[config.mk]
export PLATFORM = sky130hd
export DESIGN_NAME = problem1_flat
export DESIGN_NICKNAME = d
export VERILOG_FILES = /design/src/rtl/problem1_pkg.sv /design/src/rtl/problem1_if.sv /design/src/rtl/problem1_cas.sv /design/src/rtl/problem1.sv /design/src/flat_wrapper.sv
export SDC_FILE = /design/constraint.sdc
export NUM_CORES = 1
export LEC_CHECK = 0
export CAP_MARGIN = 20
export CORE_ASPECT_RATIO = 0.9
export CORE_MARGIN = 2
export CORE_UTILIZATION = 50
export CTS_BUF_LIST = sky130_fd_sc_hd__clkbuf_8
export CTS_CLUSTER_SIZE = 24
export DETAILED_ROUTE_END_ITERATION = 8
export PLACE_DENSITY = 0.81
export REMOVE_ABC_BUFFERS = 1
export SLEW_MARGIN = 20
export SYNTH_ARGS = -nofsm -noshare
export SYNTH_HDL_FRONTEND = slang
export SYNTH_SLANG_ARGS = --single-unit
[constraint.sdc]
create_clock -name clk -period 0.8 [get_ports clk]
set_input_delay 0.16 -clock clk [delete_from_list [all_inputs] [get_ports clk]]
set_output_delay 0.16 -clock clk [all_outputs]
set_load 0.05 [all_outputs]
[src/rtl/problem1_pkg.sv]
// Shared constants for the median-of-three selector and its neighbours.
package problem1_pkg;

    localparam int P1_WIDTH = 8;
    localparam logic [P1_WIDTH-1:0] P1_RST_VAL = '0;

endpackage

[src/rtl/problem1_if.sv]
// Datapath bundle for the median selector: three operands in, one median out.
interface problem1_if
    import problem1_pkg::*;
#(
    parameter int WIDTH = P1_WIDTH
);

    logic [WIDTH-1:0] i_p0;
    logic [WIDTH-1:0] i_p1;
    logic [WIDTH-1:0] i_p2;
    logic [WIDTH-1:0] o_p;

    modport master (
        output i_p0,
        output i_p1,
        output i_p2,
        input  o_p
    );

    modport slave (
        input  i_p0,
        input  i_p1,
        input  i_p2,
        output o_p
    );

endinterface

[src/rtl/problem1_cas.sv]
// Combinational unsigned compare-and-swap cell: lo = min(a,b), hi = max(a,b).
module problem1_cas
    import problem1_pkg::*;
#(
    parameter int WIDTH = P1_WIDTH
) (
    input  logic [WIDTH-1:0] a,
    input  logic [WIDTH-1:0] b,
    output logic [WIDTH-1:0] lo,
    output logic [WIDTH-1:0] hi
);

    always_comb begin
        lo = a;
        hi = b;
        if (a > b) begin
            lo = b;
            hi = a;
        end
    end

endmodule

[src/rtl/problem1.sv]
// Registered median-of-three: three CAS cells feed a single output register.
module problem1
    import problem1_pkg::*;
#(
    parameter int WIDTH = P1_WIDTH
) (
    input  logic       clk,
    input  logic       rst,
    problem1_if.slave  bus
);

    logic [WIDTH-1:0] l1, h1, l2, med;
    logic [WIDTH-1:0] med_d, med_q;
    // Discarded halves of the network; the median only needs one side of each.
    logic [WIDTH-1:0] h2_unused, l3_unused;

    problem1_cas #(.WIDTH(WIDTH)) u_cas_ab (
        .a  (bus.i_p0),
        .b  (bus.i_p1),
        .lo (l1),
        .hi (h1)
    );

    problem1_cas #(.WIDTH(WIDTH)) u_cas_hc (
        .a  (h1),
        .b  (bus.i_p2),
        .lo (l2),
        .hi (h2_unused)
    );

    problem1_cas #(.WIDTH(WIDTH)) u_cas_med (
        .a  (l1),
        .b  (l2),
        .lo (l3_unused),
        .hi (med)
    );

    always_comb begin
        med_d = med;
    end

    always_ff @(posedge clk or posedge rst) begin
        if (rst) begin
            med_q <= WIDTH'(P1_RST_VAL);
        end else begin
            med_q <= med_d;
        end
    end

    assign bus.o_p = med_q;

endmodule

[src/flat_wrapper.sv]
// flat-port wrapper written by rule: the top's interface ports become plain ports
module problem1_flat import problem1_pkg::*;
#(
    parameter int WIDTH = P1_WIDTH
)
  (clk, rst, bus_i_p0, bus_i_p1, bus_i_p2, bus_o_p);
  problem1_if #(.WIDTH(WIDTH)) bus_i ();
  input  logic clk;
  input  logic rst;
  input wire logic [$bits(bus_i.i_p0)-1:0] bus_i_p0;
  input wire logic [$bits(bus_i.i_p1)-1:0] bus_i_p1;
  input wire logic [$bits(bus_i.i_p2)-1:0] bus_i_p2;
  output wire logic [$bits(bus_i.o_p)-1:0] bus_o_p;
  assign bus_i.i_p0 = bus_i_p0;
  assign bus_i.i_p1 = bus_i_p1;
  assign bus_i.i_p2 = bus_i_p2;
  assign bus_o_p = bus_i.o_p;
  problem1 #(.WIDTH(WIDTH)) u_core (.clk(clk), .rst(rst), .bus(bus_i));
endmodule
==> flow_summary.toml, run 1 <==
[clock_tree]
htreeDepth = 1
post_cts.repair.setup_buffers = 15
holdBufCountCts = 0
clock_path_buffers = 2
cts_root_buf = "clkbuf_8"
ctsResizeCount = 107
clock_sinks = 8
cts_made_buffers = 3

[yosys]
synth_seq_cells = 8
seq_area_frac_synth = 0.1655
synth_top_area_cell = "ha_1"
avgSynthCellArea_um2 = 8.013
synth.area.top_cells = "ha_1, dfrtp_1, inv_1"
synth_top_area_frac = 0.2482
synth_area_um2 = 1210
yosysUniqueCellTypes = 28
yosys_warnings = 0
syn_inst = 151

[floorplanning]
boundaryPins = 34
die_x_um = 55.85
rows = 16
die_h_um = 50.67
floorplan.initialDensity = 0.5396

[placement]
gp_congestion = 0.9769
hpwl_mm = 4.058
port_buffers = 33

[outcome]
error_line = "[ERROR DPL-0038] Utilization greater than 100%, impossible to legalize"
haltStage = "4_1_cts"
status = "did not finish"
synth_stat cells:
master / count
o21ai_2: 1
ha_1: 24
a211oi_2: 1
o211ai_2: 1
nor2_4: 1
nor2b_1: 2
dfrtp_1: 8
or2_1: 1
o22ai_4: 1
nand4_1: 6
a21oi_1: 11
or2_2: 1
o31ai_4: 1
inv_1: 25
clkbuf_1: 1
nor2_1: 4
a222oi_1: 8
nor2b_4: 1
o21ai_1: 4
o21a_1: 1
mux2i_1: 7
nand3_1: 1
nand2_1: 18
o211ai_1: 2
buf_2: 2
a21oi_2: 2
buf_6: 1
o21ai_0: 15
through the flow:
stage	setup TNS, ns	area (um2)	worst slack, ns	std cells
after floorplan	-29.12	1185	-3.665	147
after detailed placement	-35.80	2009	-4.510	256
after global placement	-33.37	2009	-4.187	256
cells by family after synthesis:
logic type      synth area share
compound gates            0.2854
fa+ha+maj                 0.2482
buf+inv                  0.09824
mux                      0.05791
simple gates              0.1448
flops                     0.1655
==> inputs of run 2 (changes only) <==
Settings changed: CORE_AREA from default to 2 2 63 65, CORE_ASPECT_RATIO 0.9 to default, CORE_MARGIN 2 to default, CORE_UTILIZATION 50 to default, CTS_BUF_LIST sky130_fd_sc_hd__clkbuf_8 to default, CTS_CLUSTER_SIZE 24 to default, DIE_AREA from default to 0 0 65 67, PLACE_DENSITY 0.81 to default, PLACE_DENSITY_LB_ADDON from default to 0.15.
==> flow_summary.toml, run 2 <==
[outcome]
status = "finished, violations left"
violations = "negative setup slack"

[detailed_routing]
drtAntennaViolNets = 0
vias = 1497
dr.pass1.iters = 5
avgViaCountPerCell = 5.109
wl_per_cell_um = 14.51
drt_iter0_drc = 125
wirelength_mm = 4.250
drc = 0

[timing]
fin_crit_sh = 5.088
setup-tns-final_ns = -26.70
worstMarginPinSlew_ns = 0.3615
setup_viol = 16
hold_slack_ns = 0.1893
fin_ws_ns = -3.271
finalMaxSlewViolations = 0
grt_setup_unrepaired = "true"
relSlewSlack = 0.7590
max_freq_mhz = 245.7
finalHoldViolCount = 0
fin_crit_ns = 4.071

[finish]
diodes = 0
largest_reg_flops = 8
nets = 297
design_area_um2 = 2311
drive_gt1_frac = 0.5388
final_common_cell = "buf_4"
syn2layout_area_growth_pct = 91.00
final_cell_mix = "buf_4, inv_1, nand2_1"
final_util = 0.6409

[placement]
gp_congestion = 0.8918
hpwl_mm = 3.382
place_area_um2 = 2038
port_buffers = 33

[grt]
grt.overflow.total = 0
grt_max_degree = 10
use_met3 = 0.02027
grt_pass1_vias = 1539
busiest_layer = "met2"
antenna_found_initial = 0
grt_util_met2 = 0.3673
track_usage = 0.2069
grt_pass1_wl_mm = 7.010
met1_usage = 0.2604

[setup_path]
cp-endpoint = "u_core.bus.o_p[0]"
crit_start = "bus_i_p1[1]"
crit_slowest_cell = "a222oi_1"
worstPathRequired_ns = 0.89
critical_path.max_fanout = 5
crit_path_end_kind = "flop"
critPathArrivalTime_ns = 4.16
startpoint_type = "input port"
crit_type = "input port to flop"
max_stage_delay_ns = 0.34
path_cells = "buf_8 -> inv_6 -> ha_4 -> nor2b_4 -> o211ai_1 -> a21oi_2 -> buf_4 -> o22ai_4 -> o21ai_2 -> ha_1 -> nor2b_4 -> o211ai_2 -> a21oi_2 -> o31ai_4 -> mux2i_1 -> ha_1 -> nor2b_4 -> o211ai_1 -> a21oi_2 -> o21a_1 -> nand2_1 -> o21ai_2 -> buf_4 -> a222oi_1"

[yosys]
seq_area_frac_synth = 0.1655
synth_area_um2 = 1210
yosys_warnings = 0
yosysMostFrequentCell = "inv_1"
synth_edf_count = 0
ys.flop_type = "dfrtp_1"
synth_top_area_frac = 0.2482
synth.area.top_cells = "ha_1, dfrtp_1, inv_1"
synth_top_area_cell = "ha_1"
async_reset_ff_frac = 1.000
synth_seq_cells = 8
avgSynthCellArea_um2 = 8.013
yosysUniqueCellTypes = 28
syn_inst = 151
synth.top_cells.by_count = "inv_1, ha_1, nand2_1"

[power_and_ir_drop]
power_density_nw_per_um2 = 2134
ir_drop_uv = 653.1
fin_total_pwr_mw = 4.931
leakage_nw = 1.135

[floorplanning]
rows = 22
die_h_um = 67
boundaryPins = 34
die_x_um = 65
die_area_um2 = 4355
floorplan.initialDensity = 0.3355
core_area_um2 = 3606

[clock_tree]
clock_path_buffers = 2
htreeDepth = 1
clkTransAtPathRegs_ns = 0.04
cts_tree = "done"
cts_root_buf = "clkbuf_8"
clock_sinks = 8
cts_made_buffers = 3

[job]
drv_cap = 0

[min_path]
worstHoldPathType = "input port to asynchronous set/reset pin"
==> run 2: kinds of logic (layout without fill, tap and decap cells) <==
family | count (synthesis) | count (layout) | share of synthesized area
AOI/OAI and AO/OA | 48 | 49 | 0.2854
and+or+nand+nor | 35 | 35 | 0.1448
buffers and inverters | 29 | 122 | 0.09824
adders and majority gates | 24 | 24 | 0.2482
DFF | 8 | 8 | 0.1655
muxes | 7 | 7 | 0.05791
==> run 2: layout make-up <==
class	instances	area, um2
Timing Repair Buffer	94	839.6
Sequential cell	8	200.2
Fill cell	310	1295
Tap cell	48	60.06
Clock buffer	3	41.29
Multi-Input combinational cell	115	1071
Inverter	25	98.84
==> run 2: power breakdown <==
part,switching [mW],internal [mW],leakage [nW],total [mW]
sequential,0.160,0.592,0.0888,0.752
combinational,1.85,1.85,1.02,3.71
clock,0.148,0.325,0.0216,0.473
total,2.16,2.77,1.13,4.93
==> run 2: metal layers <==
| metal | vias up | wire length, um | share of wire |
|---|---|---|---|
| li1 | 741 | - | - |
| met1 | 699 | 1851 | 0.44 |
| met2 | 49 | 2100 | 0.49 |
| met3 | 8 | 231 | 0.054 |
| met4 | 0 | 67 | 0.016 |
| met5 | - | 0 | 0 |
==> run 2: worst min path at each step <==
stage / slack, ns / endpoint / cells past startpoint
after floorplan: -0.02 / u_core.bus.o_p[0] / 1
after global placement: 0.42 / u_core.bus.o_p[7] / 2
after detailed placement: 0.44 / u_core.bus.o_p[7] / 2
after CTS: 0.21 / u_core.bus.o_p[3] / 2
after global routing: 0.24 / u_core.bus.o_p[5] / 2
final: 0.19 / u_core.bus.o_p[3] / 2
==> run 2: what timing repair did <==
action                                  CTS  global route
buffers inserted                          5             7
gates cloned                              1             0
resized for setup                        98            19
hold buffers                              0             0
pin swaps                                29            24
endpoints found under the setup margin   16            16
==> run 2: worst max-delay path: cells and delay by family <==
| kind | cells | cell delay [ns] |
|---|---|---|
| muxes | 1 | 0.26 |
| and+or+nand+nor | 4 | 0.46 |
| buffers and inverters | 4 | 0.45 |
| AOI/OAI and AO/OA | 12 | 2.04 |
| adders and majority gates | 3 | 0.78 |
==> run 2: stage by stage <==
stage          instances  worst slack (ns)
2_1_floorplan        147            -3.665
4_1_cts              287            -3.317
3_3_place_gp         279            -4.123
3_5_place_dp         279            -4.215
6_report             293            -3.271
5_1_grt              293            -3.441
Power figures use the tool's default switching activity.
